`src/rtl/barrel_shift_pipe.sv`:
```
// barrel_shift_pipe
//
// Pipelined barrel shifter / rotator. One register stage per shift-amount
// bit: stage k shifts by 2^k when amount bit k is set, otherwise it passes
// the word through. One result per cycle, latency SHW cycles.
//
// Handshake (both sides): a beat transfers on a rising clk edge where
// valid && ready. The producer holds valid and its payload stable until the
// transfer. out_valid never drops without a transfer. in_ready depends only
// on out_valid/out_ready, never on in_valid.
//
// Ports:
//   clk, rst_n          clock (rising edge), async active-low reset
//   in_valid/in_ready   input handshake
//   in_data [WIDTH]     operand
//   in_amt  [SHW]       shift amount 0..WIDTH-1
//   in_mode [2]         00 LSL, 01 LSR, 10 ASR, 11 ROR
//   out_valid/out_ready output handshake
//   out_data [WIDTH]    result
//   out_zero            out_data == 0, qualified by out_valid
module barrel_shift_pipe #(
    parameter int WIDTH = 8,
    parameter int SHW   = $clog2(WIDTH)
) (
    input  logic             clk,
    input  logic             rst_n,
    input  logic             in_valid,
    output logic             in_ready,
    input  logic [WIDTH-1:0] in_data,
    input  logic [SHW-1:0]   in_amt,
    input  logic [1:0]       in_mode,
    output logic             out_valid,
    input  logic             out_ready,
    output logic [WIDTH-1:0] out_data,
    output logic             out_zero
);

    localparam logic [1:0] MODE_LSL = 2'b00;
    localparam logic [1:0] MODE_LSR = 2'b01;
    localparam logic [1:0] MODE_ASR = 2'b10;

    // Stage registers
    logic [SHW-1:0]   valid_q;
    logic [WIDTH-1:0] data_q [SHW];
    logic [1:0]       mode_q [SHW];
    logic [SHW-1:0]   amt_q  [SHW];
    logic             zero_q;

    // Per-stage inputs (stage 0 sees the ports) and shifted results
    logic [SHW-1:0]   src_valid;
    logic [WIDTH-1:0] src_data [SHW];
    logic [1:0]       src_mode [SHW];
    logic [SHW-1:0]   src_amt  [SHW];
    logic [WIDTH-1:0] nxt_data [SHW];

    logic adv;

    // One stage's shift by s. ASR sign-fills from the stage input's MSB;
    // since every stage does the same, the sign carries through the chain.
    function automatic logic [WIDTH-1:0] stage_op(input logic [WIDTH-1:0] d,
                                                  input logic [1:0]       mode,
                                                  input int               s);
        logic [WIDTH-1:0] r;
        case (mode)
            MODE_LSL: r = d << s;
            MODE_LSR: r = d >> s;
            MODE_ASR: r = $signed(d) >>> s;
            default:  r = (d >> s) | (d << (WIDTH - s));
        endcase
        return r;
    endfunction

    // Global stall: the whole pipe moves only when the output slot is free
    // or being drained this cycle.
    assign adv       = !out_valid || out_ready;
    assign in_ready  = adv;
    assign out_valid = valid_q[SHW-1];
    assign out_data  = data_q[SHW-1];
    assign out_zero  = zero_q;

    always_comb begin
        src_valid[0] = in_valid;
        src_data[0]  = in_data;
        src_mode[0]  = in_mode;
        src_amt[0]   = in_amt;
        for (int k = 1; k < SHW; k++) begin
            src_valid[k] = valid_q[k-1];
            src_data[k]  = data_q[k-1];
            src_mode[k]  = mode_q[k-1];
            src_amt[k]   = amt_q[k-1];
        end
        for (int k = 0; k < SHW; k++) begin
            nxt_data[k] = src_amt[k][k] ? stage_op(src_data[k], src_mode[k], 1 << k)
                                        : src_data[k];
        end
    end

    always_ff @(posedge clk or negedge rst_n) begin
        if (!rst_n) begin
            valid_q <= '0;
            zero_q  <= 1'b0;
            for (int k = 0; k < SHW; k++) begin
                data_q[k] <= '0;
                mode_q[k] <= '0;
                amt_q[k]  <= '0;
            end
        end else if (adv) begin
            // Stage 0 valid is in_valid && in_ready; in_ready == adv here.
            valid_q <= src_valid;
            for (int k = 0; k < SHW; k++) begin
                data_q[k] <= nxt_data[k];
                mode_q[k] <= src_mode[k];
                amt_q[k]  <= src_amt[k];
            end
            // Zero flag is resolved alongside the final shift so out_zero
            // comes straight from a register.
            zero_q <= (nxt_data[SHW-1] == '0);
        end
    end

endmodule

```
`config.mk`:
```
export PLATFORM = sky130hd
export DESIGN_NAME = barrel_shift_pipe
export DESIGN_NICKNAME = d
export VERILOG_FILES = /design/src/rtl/barrel_shift_pipe.sv
export SDC_FILE = /design/constraint.sdc
export NUM_CORES = 1
export LEC_CHECK = 0
export ABC_CLOCK_PERIOD_IN_PS = 2100
export CORE_MARGIN = 3
export CORE_UTILIZATION = 58
export CTS_BUF_LIST = sky130_fd_sc_hd__clkbuf_16
export DETAILED_ROUTE_END_ITERATION = 12
export PLACE_DENSITY = 0.84
export SLEW_MARGIN = 15
export SYNTH_ARGS = -nofsm -noshare
export SYNTH_HDL_FRONTEND = slang
export SYNTH_SLANG_ARGS = --single-unit
```
`constraint.sdc`:
```
create_clock -name clk -period 2.1 [get_ports clk]
set_input_delay 0.63 -clock clk [delete_from_list [all_inputs] [get_ports clk]]
set_output_delay 0.63 -clock clk [all_outputs]
set_load 0.05 [all_outputs]
```
==> results.md <==
- Fmax achieved: 491 MHz
- CTS Root Cell: clkbuf_16
- Critical Path RT: ~1.5 ns
- Fin crit share: 97.0%
- Synthesized area: 1960 um2
- Pwr dens: 1420 nW/um2
- Vias in the first global route: 1498
- Final Wtd Congestion: just over 0.9
- Drt wl/cell: roughly 13 um
- Worst Hold Class: reg -> reg
- GRT Util Overall: between 20% and 30%
- Post-synthesis register bit count: 35
- CP arrival: 1.41 ns
- Reg2reg setup slack: 0.45 ns
- Mapped Nets: ~240
- Simple-Gate Fraction of Synth Area: a little over a fifth
- Share of cells above drive strength 1: ~14%
- Grt total ovfl: 0
- Die Ht: 64.2 um
- Adder-cell share of the synthesized area: 0%
- Final Hold Fails: 0
- Final setup viols: 0
- Complex-gate fraction of the synthesized area: 21.7%
- DRT Pass-1 Iters: 4
- CP cell instances: clkdlybuf4s50_1 > nor2b_2 > inv_2 > buf_4
- Slew @ Worst Pin: 0.495 ns
- DR DRC count: 0
- Slew margin rel.: 67.0%
- Gate Count Post-Synth: ~230
- Initial core utilization: between 60 and 70%
- DP Wirelength: 2540 um
- Max incr delay on CP: 0.41 ns
- Vias per cell: about 5.6
- Iter 0 DRT Violations: 171
- H-Tree Depth: 2
- Sequential power share: 38.2%
- Sw frac: 41.6%
- Post-route minimum period: 2.04 ns
- Internal cell power: 0.00190 W
- Clk pwr share: 20.6%
- Crit-path leading delay family: buffers and inverters
- # diodes: 0
- Main combinational cell family by area after synthesis: compound AO/OA/AOI/OAI gates
- DIE AREA: about 4000 um2
- ANT nets after route: 0
- Antenna violations before repair: 0
- Startpoint types: input port
- Clock skew: 0.00318 ns
- Post-synthesis xor/xnor area fraction: 0.829%
- Leak: 1.05 nW
- Place WS: 0.0599 ns
- Worst-case clock buffer depth: 2
- IO buf count: 27
- Crit path kind: in -> out
- Post-CTS Resized: 0
- Post-Route Utilization: 73.0%
- Chip Width: 64.2 um
- Part of the power in combinational logic: 41.2%
- Synth warn: 0
- Syn_area_per_cell: 8.72 um2
- Num CTS Buffers: 5
- Sw power: between 0.001 and 0.0015 W
- Post-synthesis sequential area ratio: 44.6%
- Status: complete, no violations
- TritonCTS clock tree: built
- Async SR Flop Fraction: 100%
- Reg area: 876 um2
- Fin Setup TNS: 0 ns
- Worst Path Buf+Inv: 3
- Post-synth EDFFs: 0
- Pins Over Slew Limit: 0
- # IOs: 28
- CTS clk-pin slew, worst paths: 0.05 ns
- Fill count: 261
- RSZ-0062 raised after global routing: false
- Clk_lat worst skew: 0.27 ns
- Clock Sinks: 35
- Syn-to-layout area delta: 16.3%
- Most used DFF post-synth: dfrtp_1
- Max-Cap Viols: 0
- Core Rows: 20
- Via count: 1597
- Post-CTS Hold Buffers: 0
- Multiplexer share of the synthesized area: 2.17%
- Synth unique cells: 40
- Worst setup margin: 0.0629 ns
- CP max-delay cell: clkdlybuf4s50_1
- Area of the multi-input gates: 896 um2
- Post-CTS setup buffers: 0
- Worst-path fanout max: 2
- Total Wirelength: 3700 um
- Peak VDD IR: between 600 and 700 uV
- Largest net degree at the start of global routing: 44
- First-pass GRT wire length: 6560 um
- Core Region: 3130 um2
- Final nets: 258
- Worst setup EP type: output pin
[Yosys cell counts (all sizes together) (3+ instances only)]
master / n / area, um2
buf: 20 / 131
dfrtp: 35 / 876
o21ai: 17 / 85.1
inv: 6 / 22.5
nand3: 3 / 15.0
nand2: 50 / 188
a221oi: 4 / 35.0
a21o: 11 / 82.6
a311oi: 10 / 87.6
nor2: 27 / 109
nor2b: 4 / 25.0
a31oi: 6 / 37.5
clkbuf: 5 / 38.8
[tightest hold or removal path: stages, from the launching register on]
cell	delay [ns]
dfrtp_1	0.33
nand2_1	0.05
nand2_1	0.05
[area by class of cell]
| class | instances | area share (%) |
|---|---|---|
| tap | 44 | 2.41 |
| inverter | 6 | 0.987 |
| clock inverter | 3 | 0.548 |
| sequential | 35 | 38.4 |
| multi-input combinational | 159 | 39.3 |
| timing repair buffer | 34 | 12.9 |
| clock buffer | 5 | 5.48 |
[final timing paths]
kind                       cells after the start  startpoint          to
max reg2reg                                    4    amt_q[5]    out_zero
min                                            2  valid_q[1]  valid_q[1]
min in group asynchronous                      2       rst_n   data_q[8]
min reg2reg                                    2  valid_q[1]  valid_q[1]
max in group asynchronous                      2       rst_n  valid_q[0]
max                                            4   out_ready    in_ready
[kinds of logic (layout without fill, tap and decap cells)]
group                  after synthesis  in the layout
buffers and inverters               31             48
multiplexers                         4              4
AND/OR/NAND/NOR                     94             94
XOR/XNOR                             1              1
AO/OA/AOI/OAI                       60             60
flip-flops                          35             35
[per-stage QoR]
step | power (W) | hold WS (ns) | cell area (um2) | cells
finish | 0.00325 | 0.458 | 2280 | 286
global route | 0.00348 | 0.490 | 2280 | 286
CTS | 0.00327 | 0.461 | 2280 | 286
detailed placement | 0.00258 | 0.450 | 2140 | 278
global placement | 0.00254 | 0.443 | 2140 | 278
floorplan | 0.00236 | 0.334 | 1960 | 225
[power groups by stage]
stage	sequential, W	clock, W	combinational (W)
floorplan	0.00115	0	0.00121
global placement	0.00122	0	0.00132
detailed placement	0.00124	0	0.00134
CTS	0.00123	0.000691	0.00135
global route	0.00128	0.000729	0.00147
finish	0.00124	0.000670	0.00134
[sequential cells by signal (all words and copies together) (netlist names)]
register	count
mode_q	4
out_zero	1
amt_q	3
data_q	16
valid_q	3
out_data	8
[layout by cell type (no fill, tap or decap), drive strengths merged, types with 2 or more instances in the layout]
master / n
a211oi: 2
a21o: 11
a21oi: 2
a221oi: 4
a311oi: 10
a31oi: 6
buf: 18
clkbuf: 5
clkdlybuf4s50: 16
dfrtp: 35
inv: 8
mux2: 2
mux2i: 2
nand2: 50
nand3: 3
nor2: 27
nor2b: 4
o211ai: 2
o21ai: 17
or2: 2
or2b: 2
[metal layers]
layer,track usage (%),share of wire (%)
met4,12.1,3.9
met1,23.7,44
met3,5.80,4.5
met2,34.5,48
met5,0,0
(Power assumes the default switching activity.)
